## src/rtl/pipe_stage_reg.sv

```systemverilog
// pipe_stage_reg: elastic pipeline-stage register with valid/ready handshake,
// synchronous active-high reset, stall back-pressure and flush/bubble insertion.
// Control bits are zeroed on every bubble; data bits hold their last value.
//
// Optional feature macro: PIPE_STAGE_SKID_EN
//   defined   : two-slot stage (main + skid), in_ready depends only on state
//   undefined : single-slot stage, in_ready combinational from out_ready
//
// Ports:
//   clk       stage clock, rising edge
//   rst       synchronous active-high reset
//   flush     kill slot contents and the beat offered this cycle
//   in_valid  upstream beat present
//   in_ready  stage accepts a beat this cycle
//   in_ctrl   upstream control field (CTRL_W)
//   in_data   upstream data field (DATA_W)
//   out_valid downstream beat present (registered)
//   out_ready downstream accepts the beat
//   out_ctrl  registered control field, 0 whenever out_valid=0
//   out_data  registered data field, holds when out_valid=0
module pipe_stage_reg #(
  parameter int unsigned CTRL_W = 4,
  parameter int unsigned DATA_W = 80
) (
  input  logic              clk,
  input  logic              rst,
  input  logic              flush,
  input  logic              in_valid,
  output logic              in_ready,
  input  logic [CTRL_W-1:0] in_ctrl,
  input  logic [DATA_W-1:0] in_data,
  output logic              out_valid,
  input  logic              out_ready,
  output logic [CTRL_W-1:0] out_ctrl,
  output logic [DATA_W-1:0] out_data
);

  logic main_free;
  logic accept;

  // Main slot can take a new beat when it is empty or emitting this edge.
  assign main_free = ~out_valid | out_ready;
  // A beat offered during flush is discarded even if in_ready=1.
  assign accept    = in_valid & in_ready & ~flush;

`ifdef PIPE_STAGE_SKID_EN

  logic              skid_valid;
  logic [CTRL_W-1:0] skid_ctrl;
  logic [DATA_W-1:0] skid_data;

  // Ready depends only on skid occupancy, never on out_ready.
  assign in_ready = ~skid_valid & ~rst;

  // Main + skid slot update.
  always_ff @(posedge clk) begin
    if (rst) begin
      out_valid  <= 1'b0;
      out_ctrl   <= '0;
      out_data   <= '0;
      skid_valid <= 1'b0;
      skid_ctrl  <= '0;
      skid_data  <= '0;
    end else if (flush) begin
      out_valid  <= 1'b0;
      out_ctrl   <= '0;
      skid_valid <= 1'b0;
    end else if (main_free) begin
      if (skid_valid) begin
        // Skid beat is older than anything upstream; in_ready=0 so no accept.
        out_valid  <= 1'b1;
        out_ctrl   <= skid_ctrl;
        out_data   <= skid_data;
        skid_valid <= 1'b0;
      end else if (accept) begin
        out_valid <= 1'b1;
        out_ctrl  <= in_ctrl;
        out_data  <= in_data;
      end else begin
        out_valid <= 1'b0;
        out_ctrl  <= '0;
      end
    end else if (accept) begin
      // Main is full and stalled: park the new beat in the skid slot.
      skid_valid <= 1'b1;
      skid_ctrl  <= in_ctrl;
      skid_data  <= in_data;
    end
  end

`else

  assign in_ready = main_free & ~rst;

  // Single main slot update.
  always_ff @(posedge clk) begin
    if (rst) begin
      out_valid <= 1'b0;
      out_ctrl  <= '0;
      out_data  <= '0;
    end else if (flush) begin
      out_valid <= 1'b0;
      out_ctrl  <= '0;
    end else if (accept) begin
      out_valid <= 1'b1;
      out_ctrl  <= in_ctrl;
      out_data  <= in_data;
    end else if (main_free) begin
      out_valid <= 1'b0;
      out_ctrl  <= '0;
    end
  end

`endif

endmodule

```

## config.mk

```make
export PLATFORM = sky130hd
export DESIGN_NAME = pipe_stage_reg
export DESIGN_NICKNAME = d
export VERILOG_FILES = /design/src/rtl/pipe_stage_reg.sv
export SDC_FILE = /design/constraint.sdc
export NUM_CORES = 1
export LEC_CHECK = 0
export ABC_AREA = 0
export ABC_CLOCK_PERIOD_IN_PS = 2200
export CORE_MARGIN = 2
export CORE_UTILIZATION = 42
export DETAILED_ROUTE_END_ITERATION = 10
export PLACE_DENSITY = 0.84
export RECOVER_POWER = 50
export SYNTH_ARGS = -nofsm -noshare
export SYNTH_HDL_FRONTEND = slang
export SYNTH_SLANG_ARGS = --single-unit
```

## constraint.sdc

```tcl
create_clock -name clk -period 2.2 [get_ports clk]
set_clock_uncertainty 0.1 [all_clocks]
set_input_delay 0.55 -clock clk [delete_from_list [all_inputs] [get_ports clk]]
set_output_delay 0.55 -clock clk [all_outputs]
set_load 0.01 [all_outputs]
```

==> impl_metrics.csv <==
group,metric,value,unit
status,status,"complete, no violations",
pwr,pwr-share-comb,0.151,
logic_synthesis,ys_types,18,
setup_path,reg2reg_depth,4,
routing,wl,9665,um
die,initial_utilization,0.4288,
global_route,antenna_found_initial,0,
flow_run,cap_violations,0,
placement,place.gp.congestion,0.7198,
setup_path,crit_required,1550,ps
clock_network,holdBufCountCts,0,
global_route,grt_max_degree,82,
setup_path,end_kind,"output port",
clock_network,clkSinkCount,85,
global_route,grt_pass1_wl,15420,um
clock_network,path_clk_slew,80,ps
sta,slew_violations,0,
finish,synthToLayoutAreaGrowth,59.34,%
pwr,p_sw,0.7726,mW
sta,hold_viol,0,
die,core-area,7607,um2
logic_synthesis,synth_edf_count,0,
logic_synthesis,ys.flop_type,"dfxtp_1",
setup_path,path_max_fanout,2,
finish,fillers,635,
global_route,grt_pass1_vias,3249,
clock_network,clock_path_buffers,2,
sta,slew_headroom,0.4592,
sta,finalCritPeriodShare,0.9615,
placement,port_buffers,174,
logic_synthesis,async_flop_share,0,
global_route,grt_util_all_layers,0.2247,
finish,num_antenna_cells,0,
logic_synthesis,seq_area_frac_synth,0.5217,
logic_synthesis,synthCells,382,
sta,finalSetupViolCount,0,
clock_network,cts_tree,"done",
die,die_w,92.13,um
sta,tightest_slew,811.1,ps
clock_network,cts_buffers,9,
pwr,p_int,2.265,mW
pwr,sw_frac_of_total,0.2543,
die,io_pins,175,
sta,timing.fmax,472.7,MHz
routing,via_per_inst,5.307,
clock_network,clock_tree.root_cell,"clkbuf_8",
routing,post_drt_wl_per_cell,15.08,um
sta,layout_setup_ws,84.60,ps
pwr,ir_worst_vdd,0.0003684,V
logic_synthesis,synthTopCellsByArea,"dfxtp_1, a21oi_1, nand3_1",
sta,rsz0062_at_grt,"false",
routing,drtAntennaViolNets,0,
pwr,powerDensity,584.5,nW/um2
routing,drc_errors,0,
logic_synthesis,yosys_warnings,0,
placement,hpwl,6633,um
setup_path,cp.arrival,1470,ps
setup_path,timing.rr.start,"out_valid",
setup_path,reg2reg_slack,380,ps
routing,drtIter0Drc,153,
pwr,power,3.038,mW
logic_synthesis,yosysTopAreaCell,"dfxtp_1",
routing,drt_pre_antenna_iters,4,
clock_network,htree_levels,3,
logic_synthesis,synth_nets,471,
clock_network,worstSkewPairLatency,330,ps
logic_synthesis,synth.cell_area,3262,um2
logic_synthesis,yosysTopAreaCellShare,0.5217,
finish,nets,623,
pwr,total_leakage_power,2.005,nW
pwr,p_clk_frac,0.319,
setup_path,worstSetupPathType,"primary input to output port",
global_route,overflow,0,
finish,postLayoutCoreUtil,0.6832,
sta,fin_crit,2115,ps
setup_path,worstSetupEndpoint,"in_ready",
logic_synthesis,synthMostInstantiatedCell,"dfxtp_1",
setup_path,cp-start-kind,"primary input",
logic_synthesis,synthTopCellsByCount,"dfxtp_1, a21oi_1, nand3_1, o21ai_1, buf_2",
pwr,seq_power_share,0.531,
finish,final_layout_size_suffix_gt1_frac,0.06679,
placement,pre_cts_ws,-206.7,ps
logic_synthesis,avgSynthCellArea,8.539,um2
logic_synthesis,ys_seq_elements,85,
setup_path,r2r-end,"out_ctrl[2]",
die,die_h,92.13,um
setup_path,cp-startpoint,"out_ready",
hold_path,worstHoldPathType,"flip-flop to flip-flop",
die,floorplan.die_area,8487,um2
die,placementRows,32,
routing,vias,3402,
[kinds of logic after synthesis]
family | Yosys count | synth area share
buf+inv | 45 | 0.08247
compound gates | 164 | 0.2562
simple gates | 88 | 0.1396
flops | 85 | 0.5217
[final cells by class]
cell class	count	area (um2)	share of cell area
clock buffer	9	123.9	0.02383
sequential	85	1702	0.3274
clock inverter	7	50.05	0.009629
timing repair buffer	186	1888	0.3633
multi-input combinational	252	1306	0.2513
tap	102	127.6	0.02455
[power groups by stage]
| stage | clock [mW] | sequential (mW) | combinational, mW |
|---|---|---|---|
| floorplan | 0 | 1.67 | 0.156 |
| global placement | 0 | 1.65 | 0.470 |
| detailed placement | 0 | 1.65 | 0.475 |
| CTS | 0.996 | 1.61 | 0.477 |
| global route | 1.07 | 1.62 | 0.492 |
| finish | 0.968 | 1.61 | 0.458 |
[cell usage in the layout (no fill, tap or decap), drive strengths merged, types with 2 or more instances in the layout]
master         synthesis  routed
a21oi                 80      80
a22o                   4       4
buf                   29      13
clkbuf                16       9
clkdlybuf4s50          0      88
clkinv                 0       2
clkinvlp               0       3
dfxtp                 85      85
dlygate4sd3            0      84
inv                    0       2
nand3                 80      80
nor2                   2       2
o21ai                 80      80
[flip-flops by register name (all words and copies together), names as in the netlist]
register	count
out_data	80
out_ctrl	4
out_valid	1
[worst min-delay path by stage]
stage                            start  cells after the start           end  slack (ps)
after CTS                  out_data[0]                      2   out_data[0]         380
after detailed placement   out_data[0]                      2   out_data[0]         370
after floorplan            out_data[0]                      2   out_data[0]         400
after global placement     out_ctrl[3]                      1   out_ctrl[3]         360
final                     out_data[56]                      2  out_data[56]         380
after global routing      out_data[75]                      2  out_data[75]         400
[critical path: stages]
cell and delay (ps):
clkdlybuf4s50_1 520, nor2b_4 50, nor2_1 70, dlygate4sd2_1 270
[metrics by stage]
stage                     TNS (ps)  instance area, um2  std cells  hold slack (ps)
after CTS                        0                5197        641            382.1
after global placement       -5717                5025        625            362.8
final                            0                5197        641            378.0
after floorplan                  0                3262        382            403.0
after detailed placement     -6505                5025        625            370.1
after global routing             0                5197        641            398.7
[timing repair]
action | 4_1_cts | 5_1_grt
setup buffers | 0 | 0
resized for setup | 1 | 0
endpoints found under the setup margin | 1 | 0
[layer usage]
metal / track usage / vias up / share of wire
met5: 0 / - / 0
met3: 0.04437 / 16 / 0.064
li1: - / 1669 / -
met1: 0.2851 / 1581 / 0.42
met2: 0.3750 / 136 / 0.50
met4: 0.09080 / 0 / 0.020
Note: power is estimated with default switching activity, not from simulation.
